[src/rtl/cpu_bus_bridge.sv]
// Bridge from the CPU external bus to a memory port and an I/O page.
// Edge-detects the CPU strobe, runs the slave handshake and returns data with a one-cycle ready pulse.
module cpu_bus_bridge #(
   parameter int          AW             = 32,
   parameter int          DW             = 32,
   parameter logic [15:0] IO_BASE        = 16'hFFFF,
   parameter int          IO_LATENCY     = 2,
   parameter int          TIMEOUT_CYCLES = 255
) (
   input  logic          i_cpu_clk,
   input  logic          i_rst,
   input  logic          i_bus_clk,
   input  logic          i_bus_we,
   input  logic [AW-1:0] i_bus_addr,
   input  logic [DW-1:0] i_bus_data,
   output logic [DW-1:0] o_bus_data,
   output logic          o_bus_data_ready,
   output logic          o_mem_req,
   output logic          o_mem_we,
   output logic [AW-1:0] o_mem_addr,
   output logic [DW-1:0] o_mem_wdata,
   input  logic [DW-1:0] i_mem_rdata,
   input  logic          i_mem_ack,
   output logic          o_io_sel,
   output logic          o_io_we,
   output logic [7:0]    o_io_addr,
   output logic [DW-1:0] o_io_wdata,
   input  logic [DW-1:0] i_io_rdata,
   output logic          o_timeout,
   output logic          o_overrun
);

   typedef enum logic [1:0] {S_IDLE, S_MEM, S_IO, S_DONE} state_t;

   state_t        r_state, w_state_next;
   logic [15:0]   r_cnt, w_cnt_next;
   logic          r_bus_clk_prev;
   logic          r_pend_valid, r_pend_we;
   logic [AW-1:0] r_pend_addr;
   logic [DW-1:0] r_pend_data;
   logic          r_we;
   logic [AW-1:0] r_addr;
   logic [DW-1:0] r_wdata;
   logic [DW-1:0] r_bus_data;
   logic          r_timeout, r_overrun;

   logic          w_req;
   logic          w_start_we;
   logic [AW-1:0] w_start_addr;
   logic [DW-1:0] w_start_data;
   logic          w_is_io;
   logic          w_mem_timeout;
   logic          w_in_mem, w_in_io;

   assign w_req        = i_bus_clk & ~r_bus_clk_prev;
   // A waiting pending entry is always older than a request arriving this cycle.
   assign w_start_we   = r_pend_valid ? r_pend_we   : i_bus_we;
   assign w_start_addr = r_pend_valid ? r_pend_addr : i_bus_addr;
   assign w_start_data = r_pend_valid ? r_pend_data : i_bus_data;
   assign w_is_io      = (w_start_addr[AW-1:AW-16] == IO_BASE);

   always_ff @(posedge i_cpu_clk) begin
      if (i_rst) begin
         r_state <= S_IDLE;
         r_cnt   <= '0;
      end else begin
         r_state <= w_state_next;
         r_cnt   <= w_cnt_next;
      end
   end

   always_comb begin
      w_state_next  = r_state;
      w_cnt_next    = r_cnt;
      w_mem_timeout = 1'b0;
      case (r_state)
         S_IDLE: begin
            if (r_pend_valid || w_req) begin
               w_state_next = w_is_io ? S_IO : S_MEM;
               w_cnt_next   = '0;
            end
         end
         S_MEM: begin
            if (i_mem_ack) begin
               w_state_next = S_DONE;
            end else if (r_cnt == 16'(TIMEOUT_CYCLES - 1)) begin
               w_state_next  = S_DONE;
               w_mem_timeout = 1'b1;
            end else begin
               w_cnt_next = r_cnt + 16'd1;
            end
         end
         S_IO: begin
            if (r_cnt == 16'(IO_LATENCY - 1)) begin
               w_state_next = S_DONE;
            end else begin
               w_cnt_next = r_cnt + 16'd1;
            end
         end
         S_DONE:  w_state_next = S_IDLE;
         default: w_state_next = S_IDLE;
      endcase
   end

   always_ff @(posedge i_cpu_clk) begin
      if (i_rst) begin
         r_bus_clk_prev <= 1'b0;
         r_pend_valid   <= 1'b0;
         r_pend_we      <= 1'b0;
         r_pend_addr    <= '0;
         r_pend_data    <= '0;
         r_we           <= 1'b0;
         r_addr         <= '0;
         r_wdata        <= '0;
         r_bus_data     <= '0;
         r_timeout      <= 1'b0;
         r_overrun      <= 1'b0;
      end else begin
         r_bus_clk_prev <= i_bus_clk;
         if (r_state == S_IDLE) begin
            if (r_pend_valid || w_req) begin
               r_we    <= w_start_we;
               r_addr  <= w_start_addr;
               r_wdata <= w_start_data;
            end
            // When the pending entry is consumed, a same-cycle request refills it.
            if (r_pend_valid) begin
               r_pend_valid <= w_req;
               if (w_req) begin
                  r_pend_we   <= i_bus_we;
                  r_pend_addr <= i_bus_addr;
                  r_pend_data <= i_bus_data;
               end
            end
         end else if (w_req) begin
            if (!r_pend_valid) begin
               r_pend_valid <= 1'b1;
               r_pend_we    <= i_bus_we;
               r_pend_addr  <= i_bus_addr;
               r_pend_data  <= i_bus_data;
            end else begin
               r_overrun <= 1'b1;
            end
         end
         if (r_state == S_MEM && i_mem_ack && !r_we)
            r_bus_data <= i_mem_rdata;
         if (w_mem_timeout) begin
            r_timeout <= 1'b1;
            if (!r_we)
               r_bus_data <= '1;
         end
         if (r_state == S_IO && w_state_next == S_DONE && !r_we)
            r_bus_data <= i_io_rdata;
      end
   end

   assign w_in_mem         = (r_state == S_MEM);
   assign w_in_io          = (r_state == S_IO);
   assign o_mem_req        = w_in_mem;
   assign o_mem_we         = w_in_mem & r_we;
   assign o_mem_addr       = w_in_mem ? r_addr  : '0;
   assign o_mem_wdata      = w_in_mem ? r_wdata : '0;
   assign o_io_sel         = w_in_io;
   assign o_io_we          = w_in_io & r_we;
   assign o_io_addr        = w_in_io ? r_addr[7:0] : 8'h00;
   assign o_io_wdata       = w_in_io ? r_wdata : '0;
   assign o_bus_data       = r_bus_data;
   assign o_bus_data_ready = (r_state == S_DONE);
   assign o_timeout        = r_timeout;
   assign o_overrun        = r_overrun;

endmodule
[config.mk]
export PLATFORM = sky130hd
export DESIGN_NAME = cpu_bus_bridge
export DESIGN_NICKNAME = d
export VERILOG_FILES = /design/src/rtl/cpu_bus_bridge.sv
export SDC_FILE = /design/constraint.sdc
export NUM_CORES = 1
export LEC_CHECK = 0
export CORE_UTILIZATION = 40
export DETAILED_ROUTE_END_ITERATION = 6
export GPL_ROUTABILITY_DRIVEN = 0
export PLACE_DENSITY_LB_ADDON = 0.12
export SKIP_LAST_GASP = 1
export SYNTH_ARGS = -nofsm -noshare
export SYNTH_HDL_FRONTEND = slang
export SYNTH_SLANG_ARGS = --single-unit
[constraint.sdc]
create_clock -name i_cpu_clk -period 4.2 [get_ports i_cpu_clk]
set_clock_uncertainty 0.1 [all_clocks]
set_input_delay 1.05 -clock i_cpu_clk [delete_from_list [all_inputs] [get_ports i_cpu_clk]]
set_output_delay 1.05 -clock i_cpu_clk [all_outputs]
set_load 0.01 [all_outputs]
==> qor.yml, run 1 <==
synthesis:
  syn_area_per_cell_sq_um: 8.20
  ys_types: 49
  synth_seq_cells: 184
  netlist_instances: 1035
  synth_nets: 1175
  yosys_warnings: 0
  synth_area_sq_um: 8490
  synth_ff_type: "dfxtp_1"
  synth_edf_count: 0
  async_reset_ff_frac: 0
  ys_seq_area_frac: 0.434
pwr:
  seqPwrFrac: 0.369
  swShare: 0.365
  p_int_mw: 4.23
  p_clk_frac: 0.244
  leakage_nw: 4.11
  p_total_mw: 6.66
  power.share.combinational: 0.387
  peakVddDrop_v: 0.000276
  p_sw_mw: 2.43
  p_per_area_nw_per_um2: 557
finish:
  drive_above_1_share: 0.0496
  area_delta_synth_final_pct: 40.7
  finalNetCount: 1397
  multi_input_area_sq_um: 4430
  design_area_sq_um: 11900
  fillCellCount: 1944
  seqCellArea_sq_um: 3690
clock_network:
  cts_inserted_buffers: 17
  cts_tree: "built"
  path_clk_slew_ps: 70
  cts_resized: 0
  clock_latency_ps: 430
  cts_hold_buf: 0
  clk_path_buf_depth: 2
  post-cts-setup-buffer-count: 0
  clock_sink_count: 184
  cts_root_buffer: "clkbuf_16"
  htreeDepth: 4
worst_setup_path:
  cp_slowest_stage_delay_ps: 550
  end_kind: "primary output"
  crit_path_max_fanout: 44
  startpoint_type: "flop"
  r2r-start: "r_state[1]"
  r2r_cells: 7
  crit_path_cell_trace: "inv_1, ha_2, buf_12, and2_1, clkdlybuf4s50_1"
  required_ps: 3050
  cp_slowest_cell: "ha_2"
  crit_buf_inv: 3
  cp_data_arrival_time_ps: 2470
  rrSetupSlack_ps: 1020
  reg2reg_to: "o_bus_data[18]"
  cp_top_family: "buffers and inverters"
  crit_type: "reg -> out"
detailed_routing:
  drt_wl_total_um: 24100
  drt-pass1-iter-count: 5
  wl_per_cell_um: 15.6
  drcViolationCount: 0
  vias: 7878
  dr.first_iter.drc_count: 394
  viasPerCell: 5.11
  final_antenna_net_count: 0
outcome:
  status: "complete, no violations"
sta:
  clock.fmax_mhz: 276
  relSlewSlack: 0.469
  hold_viol: 0
  min_period_ps: 3620
  tightest_slew_ps: 796
  period_share: 0.861
  rsz0062_at_grt: "false"
  setup_tns_ps: 0
  maxSlewViolCount: 0
  setup_viol: 0
worst_hold_path:
  hold_class: "reg -> reg"
  min_from: "r_pend_data[1]"
  min_delay_worst_endpoint: "r_pend_data[1]"
  min_path_cells: 2
floorplan:
  fp.dieW_um: 148
  design.core.area_sq_um: 20500
  die_y_um: 148
  initial_core_util: 0.414
  die_area_sq_um: 21800
  io_pins: 276
  fp-row-count: 52
flow_run:
  maxCapViolCount: 0
global_routing:
  grt_antenna_before_repair: 1
  grt_pass1_vias: 7649
  grt_max_degree: 75
  grt_pass1_wl_um: 39300
  overflow: 0
  grt_use_total: 0.224
placed_design:
  dp.final_hpwl_um: 16400
  dpl_cell_area_sq_um: 11400
  port_buffers: 275
## worst max path at each step
stage	cells past startpoint	endpoint	from
after CTS	5	o_mem_addr[28]	r_state[1]
after global routing	5	o_mem_addr[28]	r_state[1]
after detailed placement	6	o_bus_data[13]	i_bus_clk
after floorplan	6	o_mem_addr[12]	r_state[1]
after global placement	6	o_bus_data[14]	i_bus_clk
final	5	o_mem_addr[30]	r_state[1]
## power groups by stage
stage / registers, mW / logic, mW / clock network, mW
3_3_place_gp: 2.49 / 2.57 / 0
3_5_place_dp: 2.50 / 2.60 / 0
2_1_floorplan: 2.42 / 1.63 / 0
4_1_cts: 2.46 / 2.61 / 1.66
5_1_grt: 2.52 / 2.88 / 1.74
6_report: 2.46 / 2.58 / 1.63
## worst reg2reg max path: stages, from the launching register on
cell,delay [ps]
dfxtp_1,380
inv_1,120
ha_2,360
buf_12,260
a211o_1,290
o211ai_4,640
o31a_2,700
a31oi_1,190
## metrics by stage
step	std cells	setup WS [ps]	util	hold WS, ps
final	1541	582	0.583	353
after global routing	1541	384	0.583	371
after CTS	1540	519	0.583	356
after detailed placement	1508	705	0.554	346
after global placement	1508	794	0.554	341
after floorplan	1035	1620	-	336
## cell usage in the layout, fill, tap and decap left out, drive strengths merged, types with 2 or more instances in the layout
cell type and instances:
clkdlybuf4s50 274, nand2 209, dfxtp 184, and2 108, nor2 87, a21oi 71, mux2i 67, a211oi 66
o21ai 35, a31oi 31, clkbuf 18, buf 14, nand4 11, nor4 11, xnor2 10, inv 10
ha 7, nor3 6, nor2b 5, nand3 5, a32o 5, and4 5, clkinvlp 4, nand2b 3
clkinv 3, nor4b 2, bufinv 2, o21a 2, o41ai 2
## synth_stat cells (all sizes together), types with 6 or more instances
| cell | number | area, sq um |
|---|---|---|
| nor2 | 87 | 327 |
| a211oi | 66 | 495 |
| nand4 | 11 | 68.8 |
| nor3 | 6 | 41.3 |
| clkbuf | 60 | 226 |
| mux2i | 67 | 671 |
| a31oi | 31 | 194 |
| o21ai | 35 | 186 |
| ha | 7 | 87.6 |
| nand2 | 209 | 785 |
| a21oi | 71 | 355 |
| xnor2 | 10 | 87.6 |
| nor4 | 11 | 81.3 |
| buf | 25 | 151 |
| and2 | 108 | 678 |
| dfxtp | 184 | 3680 |
## flip-flops by register name, indices dropped and copies added (netlist names), named ones only
register / count
r_pend_data: 32
r_state: 2
o_bus_data: 31
r_pend_we: 1
r_wdata: 32
o_overrun: 1
r_pend_valid: 1
r_cnt: 16
r_we: 1
r_bus_clk_prev: 1
r_addr: 32
r_pend_addr: 32
o_timeout: 1
## cell families after synthesis
| kind of cell | after synthesis | synth area share |
|---|---|---|
| XOR/XNOR | 10 | 0.0103 |
| AND/OR/NAND/NOR | 459 | 0.257 |
| adder cells (fa/ha/maj) | 7 | 0.0103 |
| multiplexers | 67 | 0.0790 |
| buffers and inverters | 90 | 0.0467 |
| AO/OA/AOI/OAI | 218 | 0.163 |
| flip-flops | 184 | 0.434 |
## metal layers
| layer | track usage | part of all wire |
|---|---|---|
| met1 | 0.278 | 0.43 |
| met2 | 0.368 | 0.46 |
| met3 | 0.0620 | 0.077 |
| met4 | 0.0876 | 0.026 |
| met5 | 0 | 0 |
## layout make-up
cell class	count	share of cell area
well taps	270	0.0283
repair buffers	288	0.241
inverters	5	0.00157
clock inverters	14	0.0135
flip-flops and latches	184	0.309
clock buffers	18	0.0359
multi-input cells	761	0.370
diodes	1	0.000209
Power figures use the tool's default switching activity.
==> run 2: changes to the inputs <==
--- a/config.mk
+++ b/config.mk
@@ -5,10 +5,11 @@
 export SDC_FILE = /design/constraint.sdc
 export NUM_CORES = 1
 export LEC_CHECK = 0
+export CAP_MARGIN = 0
 export CORE_UTILIZATION = 40
 export DETAILED_ROUTE_END_ITERATION = 6
 export GPL_ROUTABILITY_DRIVEN = 0
-export PLACE_DENSITY_LB_ADDON = 0.12
+export PLACE_DENSITY = 0.75
 export SKIP_LAST_GASP = 1
 export SYNTH_ARGS = -nofsm -noshare
 export SYNTH_HDL_FRONTEND = slang
==> run 2 against run 1 <==
Against the previous run: critical path depth decreased by 1; worst hold slack improved by 0.98 ps; sequential power about the same; register-to-register slack improved by 160 ps; via count increased by 1.3%; non-clock buffer count decreased by 2; sequential share of layout area increased by 0.20 points; routed wire length increased by 1.4%; setup slack got worse by 220 ps; highest routed layer is now met5.
==> qor.yml, run 2 (same netlist as run 1, synthesis figures left out) <==
sta:
  fin_ws_ps: 362
  rsz0062_at_grt: "false"
  setup_tns_ps: 0
  period_share: 0.914
  min_period_ps: 3840
  relSlewSlack: 0.247
  hold_viol: 0
  setup_viol: 0
  maxSlewViolCount: 0
  tightest_slew_ps: 1130
  clock.fmax_mhz: 261
worst_setup_path:
  end_kind: "primary output"
  rrSetupSlack_ps: 1180
  startpoint_type: "flop"
  crit_path_max_fanout: 73
  crit_path_end: "o_mem_addr[8]"
  r2r-start: "r_state[1]"
  crit_type: "reg -> out"
  cp_data_arrival_time_ps: 2690
  required_ps: 3050
  r2r_cells: 6
  critical_path.startpoint: "r_state[1]"
  reg2reg_to: "o_bus_data[13]"
global_routing:
  grt_antenna_before_repair: 1
  grt_pass1_vias: 7540
  grt_pass1_wl_um: 38700
  overflow: 0
  grt_use_total: 0.221
  grt_max_degree: 77
finish:
  drive_above_1_share: 0.0481
  area_delta_synth_final_pct: 39.8
  final_common_cell: "clkdlybuf4s50_1"
  utilization: 0.579
  fin_cells: 1537
  layout_common_cells: "274 x clkdlybuf4s50_1, 208 x nand2_1, 183 x dfxtp_1"
  num_antenna_cells: 0
  finalNetCount: 1395
clock_network:
  post-cts-setup-buffer-count: 0
  clock_sink_count: 184
  cts_inserted_buffers: 17
  cts_resized: 0
  path_clk_slew_ps: 70
  clock_latency_ps: 430
  cts_tree: "built"
  htreeDepth: 4
  cts_hold_buf: 0
  clk_path_buf_depth: 2
  cts_root_buffer: "clkbuf_16"
placed_design:
  place_ws_ps: 771
  dp.final_hpwl_um: 16600
  placed_cells: 1506
  port_buffers: 275
pwr:
  peakVddDrop_v: 0.000284
  p_per_area_nw_per_um2: 551
  p_clk_frac: 0.235
  p_int_mw: 4.10
  leakage_nw: 4.08
  seqPwrFrac: 0.380
  p_total_mw: 6.54
  power.share.combinational: 0.385
  p_sw_mw: 2.45
  swShare: 0.374
floorplan:
  initial_core_util: 0.414
  die_y_um: 148
  design.core.area_sq_um: 20500
  fp.dieW_um: 148
  io_pins: 276
  die_area_sq_um: 21800
  fp-row-count: 52
detailed_routing:
  viasPerCell: 5.19
  drt-pass1-iter-count: 5
  wl_per_cell_um: 15.9
  final_antenna_net_count: 0
  vias: 7978
  drt_wl_total_um: 24400
  drcViolationCount: 0
  dr.first_iter.drc_count: 484
outcome:
  status: "complete, no violations"
flow_run:
  maxCapViolCount: 0
worst_hold_path:
  hold_class: "reg -> reg"
  min_from: "r_pend_data[13]"
==> run 2: cell types whose count changed in the layout (fill, tap and decap cells not counted), sizes merged <==
cell,before,now
diode,1,0
buf,14,12
clkinvlp,4,2
clkbuf,18,17
inv,10,12
clkinv,3,5
bufinv,2,0
==> run 2: through the flow <==
| stage | cell area (sq um) | hold slack, ps |
|---|---|---|
| 3_5_place_dp | 11300 | 346 |
| 6_report | 11900 | 354 |
| 4_1_cts | 11900 | 356 |
| 5_1_grt | 11900 | 371 |
| 2_1_floorplan | 8490 | 336 |
| 3_3_place_gp | 11300 | 341 |
==> run 2: metal layers <==
layer | part of all wire | track usage
met3 | 0.085 | 0.0682
met1 | 0.42 | 0.258
met5 | 0.00053 | 0
met4 | 0.014 | 0.0577
met2 | 0.48 | 0.392
==> run 2: area by class of cell <==
type	count	area, sq um
well taps	270	338
flip-flops and latches	184	3690
repair buffers	286	2850
clock inverters	14	133
fillers	1855	8620
inverters	5	18.8
multi-input cells	761	4430
clock buffers	17	425
==> run 2: how the worst min path moves through the flow <==
stage | cells after the start | slack (ps) | endpoint
final | 2 | 350 | r_pend_data[13]
after global routing | 2 | 370 | r_pend_data[12]
after CTS | 2 | 360 | r_pend_data[12]
after detailed placement | 2 | 350 | r_pend_addr[12]
after global placement | 2 | 340 | r_pend_data[4]
after floorplan | 2 | 340 | r_pend_addr[0]
==> run 2: worst max-delay path, stage by stage (launching register included) <==
cell and delay (ps):
dfxtp_1 350, inv_1 140, ha_2 960, and2_1 240, clkdlybuf4s50_1 540
==> run 2: power by group through the flow <==
stage               clock [mW]  combinational, mW  sequential, mW
global placement             0               2.48            2.52
CTS                       1.57               2.54            2.50
floorplan                    0               1.63            2.42
detailed placement           0               2.54            2.53
global route              1.65               2.80            2.55
finish                    1.53               2.52            2.49
